===== src/rtl/poly_pointwise_ctrl.sv =====
// Pointwise NTT-domain multiply sequencer: streams A/B/zeta pairs through a pipelined
// base-case multiplier and writes (or accumulates) the products into polynomial C.
module base_case_mul (
  input  logic        clk,
  input  logic        rst,
  input  logic        valid_i,
  input  logic [23:0] a,
  input  logic [23:0] b,
  input  logic [11:0] zeta,
  output logic        valid_o,
  output logic [23:0] c
);
  // Four register stages: products, first reductions, gamma multiply, final sum.
  logic [3:0]  v;
  logic [23:0] s1_p00, s1_p11, s1_p01, s1_p10;
  logic [11:0] s1_g;
  logic [23:0] s2_p00;
  logic [11:0] s2_r11, s2_g;
  logic [24:0] s2_c1s;
  logic [23:0] s3_p00, s3_t;
  logic [11:0] s3_c1;
  logic [11:0] c0_q, c1_q;

  always_ff @(posedge clk) begin
    if (rst) v <= '0;
    else     v <= {v[2:0], valid_i};
  end

  always_ff @(posedge clk) begin
    s1_p00 <= 24'(a[11:0]) * 24'(b[11:0]);
    s1_p11 <= 24'(a[23:12]) * 24'(b[23:12]);
    s1_p01 <= 24'(a[11:0]) * 24'(b[23:12]);
    s1_p10 <= 24'(a[23:12]) * 24'(b[11:0]);
    s1_g   <= zeta;
    s2_p00 <= s1_p00;
    s2_r11 <= 12'(s1_p11 % 24'd3329);
    s2_c1s <= 25'(s1_p01) + 25'(s1_p10);
    s2_g   <= s1_g;
    s3_p00 <= s2_p00;
    s3_t   <= 24'(s2_r11) * 24'(s2_g);
    s3_c1  <= 12'(s2_c1s % 25'd3329);
    c0_q   <= 12'((25'(s3_p00) + 25'(s3_t)) % 25'd3329);
    c1_q   <= s3_c1;
  end

  assign valid_o = v[3];
  assign c       = {c1_q, c0_q};
endmodule

module poly_pointwise_ctrl #(
  parameter int N_PAIRS = 128,
  parameter int MUL_LAT = 4,
  parameter int RD_LAT  = 1,
  localparam int AW     = $clog2(N_PAIRS)
) (
  input  logic          clk,
  input  logic          rst,
  input  logic          start_i,
  input  logic          acc_i,
  input  logic          hold_i,
  output logic          busy_o,
  output logic          done_o,
  output logic          ab_rd_en_o,
  output logic [AW-1:0] ab_rd_addr_o,
  input  logic [23:0]   a_rd_data_i,
  input  logic [23:0]   b_rd_data_i,
  input  logic [11:0]   zeta_rd_data_i,
  output logic          c_rd_en_o,
  output logic [AW-1:0] c_rd_addr_o,
  input  logic [23:0]   c_rd_data_i,
  output logic          c_wr_en_o,
  output logic [AW-1:0] c_wr_addr_o,
  output logic [23:0]   c_wr_data_o
);
  localparam int TAG_D = RD_LAT + MUL_LAT;
  localparam logic [1:0] S_IDLE  = 2'd0;
  localparam logic [1:0] S_RUN   = 2'd1;
  localparam logic [1:0] S_DRAIN = 2'd2;
  localparam logic [1:0] S_DONE  = 2'd3;

  logic [1:0]    state;
  logic [AW-1:0] issue_cnt;
  logic          acc_q;
  logic          issue;
  logic [TAG_D-1:0] tag_v;
  logic [AW-1:0] tag_a [TAG_D];
  logic          mul_vo;
  logic [23:0]   mul_c;
  logic [23:0]   sum;
  logic          wr_en_q;
  logic [AW-1:0] wr_addr_q;
  logic [23:0]   wr_data_q;

  function automatic logic [11:0] mod_add(input logic [11:0] x, input logic [11:0] y);
    logic [12:0] s;
    s = {1'b0, x} + {1'b0, y};
    if (s >= 13'd3329) s = s - 13'd3329;
    return s[11:0];
  endfunction

  assign issue = (state == S_RUN) && !hold_i;

  always_ff @(posedge clk) begin
    if (rst) begin
      state     <= S_IDLE;
      issue_cnt <= '0;
      acc_q     <= 1'b0;
    end else begin
      case (state)
        S_IDLE: if (start_i) begin
          state     <= S_RUN;
          issue_cnt <= '0;
          acc_q     <= acc_i;
        end
        S_RUN: if (!hold_i) begin
          issue_cnt <= issue_cnt + 1'b1;
          if (issue_cnt == AW'(N_PAIRS - 1)) state <= S_DRAIN;
        end
        S_DRAIN: if (wr_en_q && wr_addr_q == AW'(N_PAIRS - 1)) state <= S_DONE;
        default: state <= S_IDLE;
      endcase
    end
  end

  // Address tags ride alongside each pair so writes follow issue order across hold gaps.
  always_ff @(posedge clk) begin
    if (rst) begin
      tag_v <= '0;
      for (int j = 0; j < TAG_D; j++) tag_a[j] <= '0;
    end else begin
      tag_v    <= {tag_v[TAG_D-2:0], issue};
      tag_a[0] <= issue_cnt;
      for (int j = 1; j < TAG_D; j++) tag_a[j] <= tag_a[j-1];
    end
  end

  base_case_mul u_mul (
    .clk     (clk),
    .rst     (rst),
    .valid_i (tag_v[RD_LAT-1]),
    .a       (a_rd_data_i),
    .b       (b_rd_data_i),
    .zeta    (zeta_rd_data_i),
    .valid_o (mul_vo),
    .c       (mul_c)
  );

  // The old C word is requested so that it returns alongside the product.
  assign c_rd_en_o   = acc_q && tag_v[MUL_LAT-1];
  assign c_rd_addr_o = tag_a[MUL_LAT-1];
  assign sum = {mod_add(c_rd_data_i[23:12], mul_c[23:12]), mod_add(c_rd_data_i[11:0], mul_c[11:0])};

  always_ff @(posedge clk) begin
    if (rst) begin
      wr_en_q   <= 1'b0;
      wr_addr_q <= '0;
      wr_data_q <= '0;
    end else begin
      wr_en_q <= mul_vo && tag_v[TAG_D-1];
      if (mul_vo) begin
        wr_addr_q <= tag_a[TAG_D-1];
        wr_data_q <= acc_q ? sum : mul_c;
      end
    end
  end

  assign busy_o       = (state == S_RUN) || (state == S_DRAIN);
  assign done_o       = (state == S_DONE);
  assign ab_rd_en_o   = issue;
  assign ab_rd_addr_o = issue_cnt;
  assign c_wr_en_o    = wr_en_q;
  assign c_wr_addr_o  = wr_addr_q;
  assign c_wr_data_o  = wr_data_q;
endmodule


===== config.mk =====
export PLATFORM = sky130hd
export DESIGN_NAME = poly_pointwise_ctrl
export DESIGN_NICKNAME = d
export VERILOG_FILES = /design/src/rtl/poly_pointwise_ctrl.sv
export SDC_FILE = /design/constraint.sdc
export NUM_CORES = 2
export LEC_CHECK = 0
export BUFFER_PORTS_ARGS = -buffer_cell sky130_fd_sc_hd__buf_2
export CORE_MARGIN = 3
export CORE_UTILIZATION = 35
export DETAILED_ROUTE_END_ITERATION = 8
export SETUP_SLACK_MARGIN = 0.4
export SLEW_MARGIN = 30
export SYNTH_ARGS = -nofsm -noshare
export SYNTH_HDL_FRONTEND = slang
export SYNTH_SLANG_ARGS = --single-unit

===== constraint.sdc =====
create_clock -name clk -period 17.3 [get_ports clk]
set_input_delay 0 -clock clk [delete_from_list [all_inputs] [get_ports clk]]
set_output_delay 0 -clock clk [all_outputs]
set_load 0.005 [all_outputs]

==> flow_metrics.py <==
metrics = {
    "floorplanning": {
        "core-area_um2": 144200,
        "die_h_um": 387.6,
        "row_count": 139,
        "die_area_um2": 150300,
        "io-pin-count": 139,
        "start_util_pct": 35.36,
        "fp.dieW_um": 387.6,
    },
    "sta": {
        "skew_ns": 0.05679,
        "period_minus_slack_ns": 16.14,
        "min_period_over_period_pct": 93.28,
        "whs_ns": 0.07203,
        "slew_headroom_pct": 37.23,
        "slew_viol_final": 0,
        "finalSetupViolCount": 0,
        "grt_setup_unrepaired": "false",
        "hold_viol": 0,
        "fmaxAchievable_mhz": 61.97,
        "worst_slew_pin_slew_ns": 0.9349,
    },
    "finish": {
        "layout-drive-gt1-share_pct": 9.066,
        "final-instance-count-excl-fill": 8198,
        "final_common_cell": "nand2_1",
        "finalNetCount": 7249,
        "mostFrequentLayoutCells": "nand2_1, inv_1, fa_1",
        "syn_to_final_growth_pct": 10.12,
    },
    "cts": {
        "clock_sinks": 347,
        "clk_path_buf_depth": 3,
        "cts_made_buffers": 42,
        "clkTransAtPathRegs_ns": 0.06,
        "htree_levels": 2,
        "cts-root-buf": "clkbuf_16",
        "clock_latency_ns": 0.62,
        "cts_tree": "built",
    },
    "yosys": {
        "async_reset_ff_share_pct": 0,
        "netlist_area_um2": 50980,
        "ys_ff_latch": 347,
        "synth.avg_cell_area_um2": 8.216,
        "ys_seq_area_share_pct": 13.63,
        "synthCells": 6204,
        "ys.flop_type": "dfxtp_1",
        "ys.warnings.count": 0,
        "syn-num-nets": 7198,
        "synth.distinct_cells": 148,
        "synth_edf_count": 0,
    },
    "global_route": {
        "grt_first_pass_wirelength_um": 217000,
        "grt-ovfl-total": 0,
        "grt_max_degree": 79,
        "antenna_found_initial": 13,
        "gr-usage-all-layers_pct": 16.85,
        "grt_pass1_vias": 43190,
    },
    "run": {
        "drv_cap": 0,
    },
    "setup_path": {
        "worstPathMaxFanout": 12,
        "required_ns": 17.85,
        "cp-start-kind": "flip-flop",
        "critPathCaptureType": "flip-flop",
        "reg2reg_slack_ns": 1.16,
        "path_common_cell": "buf_4",
        "worstPathArrival_ns": 16.68,
        "critical_path_class": "reg -> reg",
        "crit_path_max_incr_delay_ns": 0.57,
        "cp_slowest_cell": "or4_4",
    },
    "drt": {
        "drc_errors": 0,
        "first_pass_iters": 8,
        "ant_nets": 0,
        "drtIter0Drc": 2681,
        "drt-vias-per-instance": 5.359,
        "drt_wl_total_um": 129200,
        "num_vias": 43929,
        "wl_per_cell_um": 15.76,
    },
    "place": {
        "dp_hpwl_um": 100900,
        "dp.cells": 8043,
        "port_buffers": 138,
        "gp_congestion": 0.8686,
    },
    "run_status": {
        "outcome": "complete, no violations",
    },
    "min_path": {
        "hold_path_class": "in -> reg",
    },
}
[Yosys cell counts (50+ instances only)]
master    instances  area share, %
nand3_1         110            1.1
or3_1            50           0.61
a31oi_1          58           0.71
nor3_1          117            1.1
nor2_1          328            2.4
a21o_1           70            1.0
xor2_1          135            2.3
dfxtp_1         347             14
fa_1            504             20
clkbuf_1        185            1.4
ha_1            401            9.8
mux2i_1          71            1.4
nand2_1         787            5.8
and2_1          285            3.5
o21ai_0         173            1.7
a21oi_1         337            3.3
nor2b_1          62           0.76
xnor2_1         307            5.3
o21bai_1        110            1.6
inv_1           714            5.3
[per-layer routing]
layer  wire, um  global-route usage, %  vias up
met4       2620                  3.993        4
met1      59410                  22.85    21472
met5         24                      0        -
li1           -                      -    21270
met2      61440                  28.71     1024
met3       5730                  1.781      159
[worst max-delay path, delay by kind of cell, from the launching register on]
| kind | cells | cell delay, ns |
|---|---|---|
| AOI/OAI and AO/OA | 30 | 8.34 |
| and+or+nand+nor | 18 | 5.26 |
| buffers and inverters | 6 | 1.04 |
| adders and majority gates | 2 | 0.61 |
| xor gates and xnor gates | 3 | 0.45 |
| DFF | 1 | 0.31 |
[timing repair]
action | 4_1_cts | 5_1_grt
hold endpoints to repair | 79 | 0
hold buffers | 37 | 0
pin swaps | 0 | 24
resized for setup | 12 | 108
gates cloned | 0 | 2
buffers inserted | 0 | 32
endpoints found under the setup margin | 22 | 36
[sequential cells by signal, indices dropped and copies added (netlist names), 24 cells and up]
name	flops
u_mul.s3_t	24
u_mul.s2_p00	24
u_mul.s1_p10	24
u_mul.s3_p00	24
u_mul.s1_p11	24
u_mul.s1_p01	24
tag_a	35
u_mul.s1_p00	24
c_wr_data_o	24
u_mul.s2_c1s	25
[worst paths after layout]
| kind | startpoint | end | cells after the start |
|---|---|---|---|
| worst max-delay path | u_mul.s3_t[0] | u_mul.c0_q[5] | 59 |
| worst min-delay path | c_rd_data_i[23] | c_wr_data_o[23] | 7 |
| worst max register to register | u_mul.s3_t[0] | u_mul.c0_q[5] | 59 |
| worst min register to register | u_mul.s1_p00[12] | u_mul.s2_p00[12] | 0 |
[stage by stage]
stage / instance area (um2) / TNS, ns / util (%) / worst slack (ns)
finish: 56140 / 0 / 38.94 / 1.162
floorplan: 50980 / 0 / - / 3.137
detailed placement: 53310 / -0.3179 / 36.97 / -0.07135
CTS: 55190 / 0 / 38.28 / 0.4321
global route: 56130 / 0 / 38.93 / 0.3405
global placement: 53310 / 0 / 36.97 / 0.1259
[cells by family (layout without fill, tap and decap cells)]
logic type | count (synthesis) | in the layout | synth area share, %
DFF | 347 | 347 | 13.63
and+or+nand+nor | 2079 | 2079 | 20.18
buffers and inverters | 959 | 1040 | 7.342
other | 0 | 8 | 0
AOI/OAI and AO/OA | 1374 | 1376 | 19.51
adders and majority gates | 912 | 912 | 29.77
muxes | 80 | 80 | 1.620
xor gates and xnor gates | 453 | 453 | 7.945
[final cells by class]
class | instances | area [um2]
tap | 1903 | 2381
clock inverter | 20 | 264.0
sequential | 347 | 6950
inverter | 714 | 2680
multi-input combinational | 4900 | 41030
timing repair buffer | 250 | 1624
fill | 14549 | 88040
clock buffer | 56 | 1184
antenna | 8 | 20.02
Power is left out: the tool's default activity adds up to more than one toggle a clock period on the data nets, which glitch-free logic cannot reach.
